## src/rtl/edge_event_arbiter.sv

```systemverilog
// Edge-event capture with per-channel pending flags and a round-robin grant
// to one shared downstream resource over a valid/ready handshake.
`timescale 1ns/1ps
module edge_event_arbiter #(
    parameter int NUM_REQ    = 4,
    parameter bit EDGE_LEVEL = 1'b1,
    localparam int ID_W      = $clog2(NUM_REQ)
) (
    input  logic               clk,
    input  logic               reset_n,
    input  logic [NUM_REQ-1:0] req_in,
    output logic               grant_valid,
    output logic [ID_W-1:0]    grant_id,
    input  logic               grant_ready,
    output logic [NUM_REQ-1:0] pending,
    output logic [NUM_REQ-1:0] dropped,
    input  logic               dropped_clr
);

    typedef enum logic {IDLE, OFFER} state_t;

    state_t             state_q, state_d;
    logic               grant_valid_q, grant_valid_d;
    logic [ID_W-1:0]    grant_id_q, grant_id_d;
    logic [ID_W-1:0]    rr_ptr_q, rr_ptr_d;
    logic [NUM_REQ-1:0] req_prev_q, req_prev_d;
    logic [NUM_REQ-1:0] pending_q, pending_d;
    logic [NUM_REQ-1:0] dropped_q, dropped_d;

    logic                           handshake;
    logic [NUM_REQ-1:0]             ev;
    logic [NUM_REQ-1:0]             clr;
    logic [NUM_REQ-1:0]             hi_mask;
    logic [NUM_REQ-1:0]             pend_hi;
    logic [NUM_REQ-1:0]             pick_vec;
    logic [NUM_REQ-1:0]             sel_onehot;
    logic [ID_W-1:0]                sel_id;
    logic [ID_W-1:0][NUM_REQ-1:0]   col_mask;

    assign handshake = grant_valid_q && grant_ready;
    assign ev = EDGE_LEVEL ? (req_in & ~req_prev_q) : (~req_in & req_prev_q);

    genvar gi, gb;
    generate
        for (gi = 0; gi < NUM_REQ; gi++) begin : g_ch
            assign clr[gi]     = handshake && (grant_id_q == ID_W'(gi));
            assign hi_mask[gi] = (ID_W'(gi) > rr_ptr_q);
        end
        // One-hot to index: bit gb of the index is the OR of channels whose number has bit gb set.
        for (gb = 0; gb < ID_W; gb++) begin : g_bit
            for (gi = 0; gi < NUM_REQ; gi++) begin : g_col
                assign col_mask[gb][gi] = (((gi >> gb) & 1) == 1);
            end
            assign sel_id[gb] = |(sel_onehot & col_mask[gb]);
        end
    endgenerate

    // Round-robin: prefer channels above the last grant, else wrap to the lowest.
    always_comb begin
        pend_hi    = pending_q & hi_mask;
        pick_vec   = (|pend_hi) ? pend_hi : pending_q;
        sel_onehot = pick_vec & (~pick_vec + NUM_REQ'(1));
    end

    always_comb begin
        req_prev_d = req_in;
        pending_d  = ev | (pending_q & ~clr);
        dropped_d  = (dropped_clr ? '0 : dropped_q) | (ev & pending_q & ~clr);
    end

    always_comb begin
        state_d       = state_q;
        grant_valid_d = grant_valid_q;
        grant_id_d    = grant_id_q;
        rr_ptr_d      = rr_ptr_q;
        case (state_q)
            IDLE: begin
                if (|pending_q) begin
                    grant_id_d    = sel_id;
                    grant_valid_d = 1'b1;
                    state_d       = OFFER;
                end
            end
            OFFER: begin
                if (handshake) begin
                    rr_ptr_d      = grant_id_q;
                    grant_valid_d = 1'b0;
                    state_d       = IDLE;
                end
            end
            default: begin
                state_d       = IDLE;
                grant_valid_d = 1'b0;
            end
        endcase
    end

    always_ff @(posedge clk or negedge reset_n) begin
        if (!reset_n) begin
            state_q       <= IDLE;
            grant_valid_q <= 1'b0;
            grant_id_q    <= '0;
            rr_ptr_q      <= ID_W'(NUM_REQ - 1);
            req_prev_q    <= {NUM_REQ{~EDGE_LEVEL}};
            pending_q     <= '0;
            dropped_q     <= '0;
        end else begin
            state_q       <= state_d;
            grant_valid_q <= grant_valid_d;
            grant_id_q    <= grant_id_d;
            rr_ptr_q      <= rr_ptr_d;
            req_prev_q    <= req_prev_d;
            pending_q     <= pending_d;
            dropped_q     <= dropped_d;
        end
    end

    assign grant_valid = grant_valid_q;
    assign grant_id    = grant_id_q;
    assign pending     = pending_q;
    assign dropped     = dropped_q;

endmodule

```

## config.mk

```make
export PLATFORM = sky130hd
export DESIGN_NAME = edge_event_arbiter
export DESIGN_NICKNAME = d
export VERILOG_FILES = /design/src/rtl/edge_event_arbiter.sv
export SDC_FILE = /design/constraint.sdc
export NUM_CORES = 1
export LEC_CHECK = 0
export ABC_CLOCK_PERIOD_IN_PS = 3990
export CAP_MARGIN = 20
export CELL_PAD_IN_SITES_DETAIL_PLACEMENT = 0
export CELL_PAD_IN_SITES_GLOBAL_PLACEMENT = 1
export CORE_ASPECT_RATIO = 0.9
export CORE_MARGIN = 1
export CORE_UTILIZATION = 34
export CTS_BUF_LIST = sky130_fd_sc_hd__clkbuf_2
export DETAILED_ROUTE_END_ITERATION = 16
export GPL_ROUTABILITY_DRIVEN = 0
export PLACE_DENSITY = 0.73
export SYNTH_ARGS = -nofsm -noshare
export SYNTH_HDL_FRONTEND = slang
export SYNTH_SLANG_ARGS = --single-unit
```

## constraint.sdc

```tcl
create_clock -name clk -period 3.99 [get_ports clk]
set_clock_uncertainty 0.1 [all_clocks]
set_input_delay 0.5985 -clock clk [delete_from_list [all_inputs] [get_ports clk]]
set_output_delay 0.5985 -clock clk [all_outputs]
set_load 0.01 [all_outputs]
```

==> impl_metrics.json <==
{
  "crit_path_max_fanout": 7,
  "port_buffers": 18,
  "fillCellCount": 190,
  "crit_chain": "clkdlybuf4s50_1",
  "drcViolationCount": 0,
  "synth_compound_area_share_pct": 16.8,
  "hold_buffers": 0,
  "crit_path_start": "pending[3]",
  "path_clk_slew_ns": 0.16,
  "grt_max_degree": 19,
  "slew_viol_final": 0,
  "cts_max_path_buffers": 2,
  "power.density_mw_per_mm2": 309,
  "cap_viol_max_count": 0,
  "yosysSeqAreaShare_pct": 62.0,
  "yosys.area.top_type": "dfrtp_1",
  "drtIter0Drc": 9,
  "finalSetupTns_ns": 0,
  "pwr-share-seq_pct": 64.1,
  "synth_edf_count": 0,
  "met1_usage_pct": 17.9,
  "synth.distinct_cells": 22,
  "viasPerCell": 4.81,
  "worst_slew_pin_slew_ns": 0.799,
  "reg2reg_depth": 3,
  "nets": 98,
  "final_antenna_net_count": 0,
  "synthAdderAreaFrac_pct": 1.37,
  "cts_tree": "built",
  "fmax_mhz": 485,
  "cts_root_buf": "clkbuf_2",
  "yosys-top-cells-count": "dfrtp_1, inv_1, nand2_1, o21ai_0, nor2_1",
  "first_pass_iters": 4,
  "antenna_found_initial": 0,
  "synth_area_leaders": "dfrtp_1, dfstp_2, o21ai_0, inv_1, nand2_1",
  "grt_pass1_wl_microns": 2260,
  "grt_pass1_vias": 506,
  "h-tree-depth": 1,
  "met3_usage_pct": 2.00,
  "yosys_most_used_dff": "dfrtp_1",
  "crit_path_start_kind": "flop",
  "overflow": 0,
  "synth_simple_gate_area_share_pct": 14.7,
  "r2r_start": "pending[1]",
  "numCtsBuffers": 3,
  "ys.warnings.count": 0,
  "wirelength_microns": 1360,
  "status": "finished clean",
  "ir_drop_v": 0.000187,
  "syn_area_sq_um": 731,
  "worstPathArrival_ns": 1.36,
  "min_period_over_period_pct": 51.7,
  "hold_path.class": "reg2reg",
  "power.switching_uw": 67.3,
  "syn_avg_cell_area_sq_um": 10.9,
  "synthMuxAreaShare_pct": 1.54,
  "combPwrFrac_pct": 9.0,
  "busiest_layer": "met2",
  "grtUsageTotal_pct": 13.8,
  "post-cts-setup-buffer-count": 0,
  "netlist.area_leader.share_pct": 54.8,
  "vias": 548,
  "slew_headroom_pct": 46.5,
  "utilization_pct": 48.8,
  "ys_ff_latch": 18,
  "worstSkewPairLatency_ns": 0.29,
  "place_hpwl_microns": 1030,
  "async_reset_ff_share_pct": 100,
  "synth_top_family_by_area": "compound AO/OA/AOI/OAI gates",
  "path_buf_inv": 1,
  "worstSetupPathType": "reg2out",
  "rsz0062_at_grt": "no",
  "setup_violations": 0,
  "syn_to_final_growth_pct": 31.7,
  "r2r_slack_ns": 2.49,
  "cts.repair.resized": 0,
  "share_clk_of_total_power_pct": 26.9,
  "syn_inst": 67,
  "min_period_ns": 2.06,
  "coreArea_sq_mm": 0.00197,
  "drive_gt1_share_pct": 8.99,
  "hold_viol_final": 0,
  "die_w_microns": 50.9,
  "start_util_pct": 37.1,
  "endpoint_kind": "output pin",
  "crit_path_max_incr_delay_ns": 0.58,
  "synth_nets": 75,
  "crit_cells": 1,
  "ioPinCount": 19,
  "n_antenna_cell": 0,
  "synth_most_common_cell": "dfrtp_1",
  "path_delay_family": "buffers and inverters",
  "p_int_uw": 230,
  "critical_path.endpoint": "pending[3]",
  "grt_util_met2_pct": 22.1,
  "p_total_uw": 298,
  "p_sw_share_pct": 22.6,
  "cp_slowest_cell": "clkdlybuf4s50_1",
  "rows": 15,
  "die_area_sq_mm": 0.00234,
  "dieHeight_microns": 46.0,
  "synth_xor_area_share_pct": 0,
  "worstPathRequired_ns": 3.29,
  "post_drt_wl_per_cell_microns": 11.9,
  "p_leak_nw": 0.402,
  "clock_sinks": 18,
  "worst_r2r_endpoint": "grant_valid"
}
metrics by stage:
step | cells | hold WS, ns | cell area (sq um) | setup slack, ns
final | 114 | 0.420 | 962 | 1.93
after global routing | 114 | 0.456 | 962 | 1.86
after CTS | 114 | 0.420 | 962 | 1.91
after detailed placement | 110 | 0.402 | 942 | 2.12
after global placement | 110 | 0.404 | 942 | 2.12
after floorplan | 67 | 0.203 | 731 | 2.65
kinds of logic after synthesis:
| kind of cell | Yosys count |
|---|---|
| adder cells (fa/ha/maj) | 1 |
| multiplexers | 1 |
| flip-flops | 18 |
| buffers and inverters | 7 |
| AO/OA/AOI/OAI | 18 |
| AND/OR/NAND/NOR | 22 |
final cells by class:
class                           instances  area (sq um)  share of cell area [%]
Sequential cell                        18           453                    47.1
Multi-Input combinational cell         42           251                    26.1
Timing Repair Buffer                   18           180                    18.7
Tap cell                               25          31.3                    3.25
Inverter                                7          26.3                    2.73
Clock buffer                            4          20.0                    2.08
sequential cells by signal, summed over array words and instances, names as in the netlist:
name / cells
grant_valid: 1
pending: 4
dropped: 4
rr_ptr_q: 2
grant_id: 2
state_q: 1
req_prev_q: 4
worst min-delay path by stage:
stage                     cells after the start    endpoint           from
after detailed placement                      2  pending[1]  req_prev_q[1]
after global routing                          2  pending[0]  req_prev_q[0]
after CTS                                     2  pending[2]  req_prev_q[2]
final                                         2  pending[1]  req_prev_q[1]
after global placement                        2  pending[1]  req_prev_q[1]
after floorplan                               0  dropped[0]        reset_n
power by group through the flow:
stage               clock network [mW]  logic (mW)  registers [mW]
detailed placement                   0      0.0274           0.194
global placement                     0      0.0271           0.194
floorplan                            0     0.00510           0.196
global route                    0.0873      0.0296           0.192
CTS                             0.0848      0.0273           0.191
finish                          0.0800      0.0267           0.191
placed cells by master (no fill, tap or decap):
master / instances
nand2b_1: 4
nor4_1: 1
o21ai_0: 7
maj3_1: 1
and2b_1: 1
a21oi_1: 1
mux2_2: 1
clkbuf_2: 4
clkdlybuf4s50_1: 18
nand3b_1: 1
o2bb2ai_1: 1
nor2b_1: 1
nand2_1: 7
o22ai_1: 4
a21boi_0: 1
nor2_1: 5
dfrtp_1: 16
o21a_1: 1
o41ai_2: 1
o31ai_1: 1
o211a_1: 1
inv_1: 7
nand3_1: 2
dfstp_2: 2
metal layers:
metal | up-vias | routed length [microns]
met1 | 255 | 683
met4 | 0 | 10
met3 | 2 | 47
li1 | 280 | -
met5 | - | 0
met2 | 11 | 621
No activity file was read; power rests on OpenSTA's default activity.
